[src/rtl/wb_register_file.sv]
// Write-back register file: commits the EX/WB triple into 2**REG_NUM_WIDTH registers,
// serves bypassed ID reads and EX operand forwarding, and counts commits.
module wb_register_file #(
   parameter int unsigned DATA_WIDTH    = 8,
   parameter int unsigned REG_NUM_WIDTH = 3,
   parameter int unsigned COUNT_WIDTH   = 16
) (
   input  logic                     Clk,
   input  logic                     Reset,
   input  logic                     EX_WB_RegWrite,
   input  logic [DATA_WIDTH-1:0]    EX_WB_Write_Data,
   input  logic [REG_NUM_WIDTH-1:0] EX_WB_Write_Reg_Num,
   input  logic [REG_NUM_WIDTH-1:0] Read_Reg_Num1,
   input  logic [REG_NUM_WIDTH-1:0] Read_Reg_Num2,
   output logic [DATA_WIDTH-1:0]    Read_Data1,
   output logic [DATA_WIDTH-1:0]    Read_Data2,
   input  logic [REG_NUM_WIDTH-1:0] ID_EX_Src1_Num,
   input  logic [REG_NUM_WIDTH-1:0] ID_EX_Src2_Num,
   input  logic [DATA_WIDTH-1:0]    ID_EX_Src1_Data,
   input  logic [DATA_WIDTH-1:0]    ID_EX_Src2_Data,
   output logic [DATA_WIDTH-1:0]    Fwd_Data1,
   output logic [DATA_WIDTH-1:0]    Fwd_Data2,
   output logic                     Fwd_Sel1,
   output logic                     Fwd_Sel2,
   output logic [COUNT_WIDTH-1:0]   Commit_Count
);

   localparam int unsigned NUM_REGS = 1 << REG_NUM_WIDTH;

   logic [DATA_WIDTH-1:0]  regs_q [NUM_REGS];
   logic [COUNT_WIDTH-1:0] count_q;
   logic [COUNT_WIDTH-1:0] count_d;

   assign count_d = count_q + 1'b1;

   always_ff @(posedge Clk or negedge Reset) begin
      if (!Reset) begin
         regs_q  <= '{default: '0};
         count_q <= '0;
      end else if (EX_WB_RegWrite) begin
         regs_q[EX_WB_Write_Reg_Num] <= EX_WB_Write_Data;
         count_q                     <= count_d;
      end
   end

   // Reset gates the combinational paths too, so nothing leaks out while state is held clear.
   always_comb begin
      Read_Data1 = '0;
      Read_Data2 = '0;
      Fwd_Sel1   = 1'b0;
      Fwd_Sel2   = 1'b0;
      if (Reset) begin
         Read_Data1 = (EX_WB_RegWrite && (EX_WB_Write_Reg_Num == Read_Reg_Num1))
                      ? EX_WB_Write_Data : regs_q[Read_Reg_Num1];
         Read_Data2 = (EX_WB_RegWrite && (EX_WB_Write_Reg_Num == Read_Reg_Num2))
                      ? EX_WB_Write_Data : regs_q[Read_Reg_Num2];
         Fwd_Sel1   = EX_WB_RegWrite && (EX_WB_Write_Reg_Num == ID_EX_Src1_Num);
         Fwd_Sel2   = EX_WB_RegWrite && (EX_WB_Write_Reg_Num == ID_EX_Src2_Num);
      end
      Fwd_Data1 = Fwd_Sel1 ? EX_WB_Write_Data : ID_EX_Src1_Data;
      Fwd_Data2 = Fwd_Sel2 ? EX_WB_Write_Data : ID_EX_Src2_Data;
   end

   assign Commit_Count = count_q;

endmodule

[config.mk]
export PLATFORM = sky130hd
export DESIGN_NAME = wb_register_file
export DESIGN_NICKNAME = d
export VERILOG_FILES = /design/src/rtl/wb_register_file.sv
export SDC_FILE = /design/constraint.sdc
export NUM_CORES = 1
export LEC_CHECK = 0
export BUFFER_PORTS_ARGS = -buffer_cell sky130_fd_sc_hd__buf_2
export CORE_ASPECT_RATIO = 0.6
export CORE_UTILIZATION = 48
export CTS_BUF_LIST = sky130_fd_sc_hd__clkbuf_8
export DETAILED_ROUTE_END_ITERATION = 7
export HOLD_SLACK_MARGIN = 0.1
export MAX_ROUTING_LAYER = met4
export PLACE_DENSITY_LB_ADDON = 0.25
export SYNTH_ARGS = -nofsm -noshare
export SYNTH_HDL_FRONTEND = slang
export SYNTH_SLANG_ARGS = --single-unit
[constraint.sdc]
create_clock -name Clk -period 1.74 [get_ports Clk]
set_input_delay 0.348 -clock Clk [delete_from_list [all_inputs] [get_ports Clk]]
set_output_delay 0.348 -clock Clk [all_outputs]
set_load 0.005 [all_outputs]
==> Word level (Yosys, flattened, before mapping) <==
Index checks and enable logic that the tools add are counted.
{ "op_classes": {"reduce_logical": 5, "eq_ne": 4, "bitwise": 3, "n_lt_le_gt_ge": 4, "n_addsub": 1, "n_mux": 17} }
{ "op_table": {"columns": ["cell", "count"], "rows": [
  ["two-way mux 8 bit", 11],
  ["bitwise mux 64 bit", 1],
  ["binary-select mux 8 bit (select 3 bit)", 2],
  ["demux 8 bit (select 3 bit)", 1],
  ["adder 16 x 1 -> 16 bit, second input constant", 1],
  ["equality test 3 bit", 4],
  [">= comparator 4 bit, second input constant", 3],
  ["inverter 3 -> 4 bit", 3],
  ["logical AND 1 bit", 5],
  ["< comparator 4 x 1 -> 1 bit, second input constant", 1],
  ["two-way mux 1 bit", 2]
]} }
{ "totals": {"elab_cells": 43, "register_bits": 80, "in_bits": 42} }

==> Longest topological paths before layout <==
{ "depth": {"word_depth": 6, "ltp_mapped": 6} }

==> Worst setup path before layout <==
No wires, ideal clock.
{ "synth_path": {"path_kind": "input to output", "startpoint": "in EX_WB_Write_Reg_Num[0]", "endpoint": "out Fwd_Data2[0]", "cell_stages": 4, "path_buffers": 1, "path_slack_ns": -0.160, "arrival_ns": 1.552, "t_required_ns": 1.392, "path_cell_list": "buf_2 -> xor2_1 -> nor4_4 -> mux2_2"} }
{ "synth_between": {"elab_chain_len": 4} }
{ "synth_lines": {"columns": ["element", "line", "text"], "rows": [
  ["start: declaration", "12", "input logic [REG_NUM_WIDTH-1:0] EX_WB_Write_Reg_Num,"],
  ["equality test 3 bit", "58", "Fwd_Sel2 = EX_WB_RegWrite && (EX_WB_Write_Reg_Num == ID_EX_Src2_Num);"],
  ["logical AND 1 bit", "58", null],
  ["two-way mux 1 bit", "52", "if (Reset) begin"],
  ["named net Fwd_Sel2", "24", "output logic Fwd_Sel2,"],
  ["two-way mux 8 bit", "61", "Fwd_Data2 = Fwd_Sel2 ? EX_WB_Write_Data : ID_EX_Src2_Data;"],
  ["end: declaration", "22", "output logic [DATA_WIDTH-1:0] Fwd_Data2,"]
]} }
The timed path passes the listed nets, and every way through them passes these cells.

==> Worst setup path after layout <==
{ "layout_path": {"startpoint": "reg regs_q[1] in the netlist's numbering", "endpoint": "out Read_Data1[1]"} }
{ "layout_between": {"elab_chain_len": 5} }
{ "layout_lines": {"columns": ["element", "line", "text"], "rows": [
  ["start: declaration", "30", "logic [DATA_WIDTH-1:0] regs_q [NUM_REGS];"],
  ["start signal: indexed assignment", "41", "regs_q[EX_WB_Write_Reg_Num] <= EX_WB_Write_Data;"],
  ["binary-select mux 8 bit (select 3 bit)", "54", "? EX_WB_Write_Data : regs_q[Read_Reg_Num1];"],
  ["two-way mux 8 bit (implied by the code) (2 in a row)", "54", null],
  ["two-way mux 8 bit", "54", null],
  ["two-way mux 8 bit", "52", null],
  ["end: declaration", "15", "output logic [DATA_WIDTH-1:0] Read_Data1,"]
]} }
Every way passes these cells. The select of a mux whose other input is x is not followed.

==> reports/qor.yml <==
run_status:
  run_status: "complete, but fails checks"
  violations: "setup timing"
route:
  wl_per_cell_um: 19.8
  drcViolationCount: 0
  antenna_left: 0
  routed_wl_mm: 12.2
  num_vias: 3500
  firstDrtPassIters: 4
  routed_via_density: 5.67
  drt_iter0_markers: 265
sta:
  finalSetupViolations: 32
  finalCritPeriodShare_pct: 116
  worst_pin_slew_ns: 0.532
  fin_setup_tns_ns: -6.60
  maxSlewViolCount: 0
  hold_violations: 0
  fin_skew_ns: 0.00328
  period_minus_slack_ns: 2.02
  holdWs_ns: 0.0907
  slew_headroom_pct: 64.6
  rsz0062_at_grt: "yes"
  clock.fmax_mhz: 496
  finalWorstSetupSlack_ns: -0.276
worst_setup_path:
  cpPeakStageDelay_ns: 0.52
  cp_num_cells: 4
  critPathCaptureType: "output pin"
  rr_worst_depth: 6
  crit_arrival_ns: 1.67
  crit_path_max_fanout: 3
  cp_num_buf_inv: 1
  worstPathRequired_ns: 1.39
  crit_path_start_kind: "flip-flop"
  crit_type: "flip-flop to output pin"
  cpMaxStageDelayCell: "mux4_2"
  path_delay_family: "multiplexers"
  worstPathCellList: "mux4_2 > a21oi_2 > a21oi_1 > buf_2"
  rrSetupSlack_ns: 0.13
logic_synthesis:
  yosysWarnings: 0
  synth_top_cell_by_area: "dfrtp_1"
  syn-cell-area_mm2: 0.00458
  synth_compound_area_share_pct: 6.93
  synth_area_leaders: "dfrtp_1 (44%), mux2_2 (20%), mux4_2 (8.8%), mux2i_1 (6.6%), a21oi_1 (3.3%)"
  synth_async_sr_flop_share_pct: 100
  synth.ff_latch_count: 80
  synth_mux_area_share_pct: 35.3
  syn_nets: 409
  synthSimpleGateAreaFrac_pct: 6.14
  yosysUniqueCellTypes: 25
  synthAdderAreaFrac_pct: 0.273
  synth_top_area_share_pct: 43.7
  synthCells: 366
  synth_top_flop_cell: "dfrtp_1"
  yosysMostFrequentCell: "mux2_2"
  ys_seq_area_share_pct: 43.7
  syn_area_per_cell_um2: 12.5
  synth-edff-count: 0
  synthTopCellsByCount: "mux2_2 (81), dfrtp_1 (80), a21oi_1 (30), mux2i_1 (30), mux4_2 (18)"
  synth_top_family_by_area: "multiplexers"
  synthXorXnorAreaFrac_pct: 5.16
clock_network:
  clkTransAtPathRegs_ns: 0.08
  cts_tree: "yes"
  clock_latency_ns: 0.36
  cts.sinks: 80
  htreeDepth: 3
  hold_buffers: 0
  ctsRootBufferMaster: "clkbuf_8"
  cts-buffers-inserted: 9
  clock_path_buffers: 2
die:
  row_count: 27
  start_util_pct: 49.7
  core_mm2: 0.00922
  die_h_um: 77.7
  die-width_um: 128
  die-area_mm2: 0.00996
  num_io_pins: 92
run:
  max_cap_violations: 0
placed_design:
  place_congestion: 0.837
  dp_hpwl_mm: 8.60
  place_area_mm2: 0.00540
  io_buffers: 91
layout:
  fillCellCount: 724
  drive_above_1_share_pct: 57.1
  fin_area_mm2: 0.00596
  final_nets: 527
  area_growth_syn_to_layout_pct: 30.0
  antenna_cells: 0
global_routing:
  grt_pass1_wl_mm: 19.6
  grt_max_degree: 51
  grt_util_all_layers_pct: 27.6
  gr-total-overflow: 0
  antenna_found_initial: 0
  grt_pass1_vias: 3577
hold_path:
  hold_class: "input port to async pin"
power:
  leakage_nw: 2.69
  ir_drop_v: 0.000421
  power_per_cell_area_mw_per_mm2: 943
[layout by cell type (no fill, tap or decap), types with 4 or more instances in the layout]
master,instances
nand3_1,5
o21ai_0,16
mux4_2,18
xnor2_1,14
mux2_4,16
a21oi_2,16
dfrtp_1,80
mux2_2,65
mux2i_1,30
clkbuf_8,9
clkinv_2,4
nand2_1,8
a21oi_1,14
buf_2,68
buf_4,41
buf_6,19
o22ai_1,14
nand4_1,5
xor2_1,9
[sequential cells by signal, summed over array words and instances, names as in the netlist]
register / count
Commit_Count: 16
regs_q: 64
[cell type report]
cell class / instances / area [um2] / share of cell area [%]
well taps: 130 / 163 / 2.73
flip-flops and latches: 80 / 2000 / 33.6
multi-input cells: 259 / 2650 / 44.5
clock buffers: 9 / 124 / 2.08
clock inverters: 5 / 50.0 / 0.840
repair buffers: 134 / 967 / 16.2
[repair_timing]
action	CTS	global route
cloned	2	0
endpoints found under the setup margin	32	36
gates resized for setup	65	6
buffers inserted	2	5
pin swaps	30	10
[metal layers]
| metal | GRT usage (%) | share of wire [%] | routed length (um) | vias up |
|---|---|---|---|---|
| li1 | - | - | - | 1604 |
| met1 | 39.4 | 48 | 5830 | 1741 |
| met2 | 39.2 | 44 | 5350 | 131 |
| met3 | 6.34 | 6.9 | 845 | 24 |
| met4 | 7.76 | 1.6 | 194 | 0 |
| met5 | - | 0 | 0 | - |
[where the power goes]
group	switching [W]	internal, W	leakage [nW]
registers	0.000353	0.00227	0.980
logic	0.000724	0.000980	1.62
clock network	0.000659	0.000637	0.0945
total	0.00174	0.00389	2.69
[through the flow]
stage,power [W],util [%],setup WS [ns],cells
final,0.00562,64.6,-0.276,617
after global routing,0.00590,64.6,-0.332,617
after CTS,0.00559,64.0,-0.264,613
after detailed placement,0.00416,58.6,-0.325,595
after global placement,0.00410,58.6,-0.315,595
after floorplan,0.00356,-,-0.0520,366
[worst paths after layout]
path,start,endpoint
setup reg to reg,Commit_Count[0]$_DFFE_PN0P_,Commit_Count[12]$_DFFE_PN0P_
max in group asynchronous,Reset,Commit_Count[8]$_DFFE_PN0P_
min in group Clk,EX_WB_RegWrite,Commit_Count[0]$_DFFE_PN0P_
hold / removal,Reset,regs_q[51]$_DFFE_PN0P_
hold reg to reg,Commit_Count[13]$_DFFE_PN0P_,Commit_Count[13]$_DFFE_PN0P_
setup / recovery,regs_q[1]$_DFFE_PN0P_,Read_Data1[1]
[kinds of logic (layout without fill, tap and decap cells)]
group | Yosys count | count (layout)
buf+inv | 27 | 148
xor+xnor | 27 | 27
compound gates | 60 | 60
flops | 80 | 80
fa+ha+maj | 1 | 1
mux | 129 | 129
simple gates | 42 | 42
(Power assumes the default switching activity.)
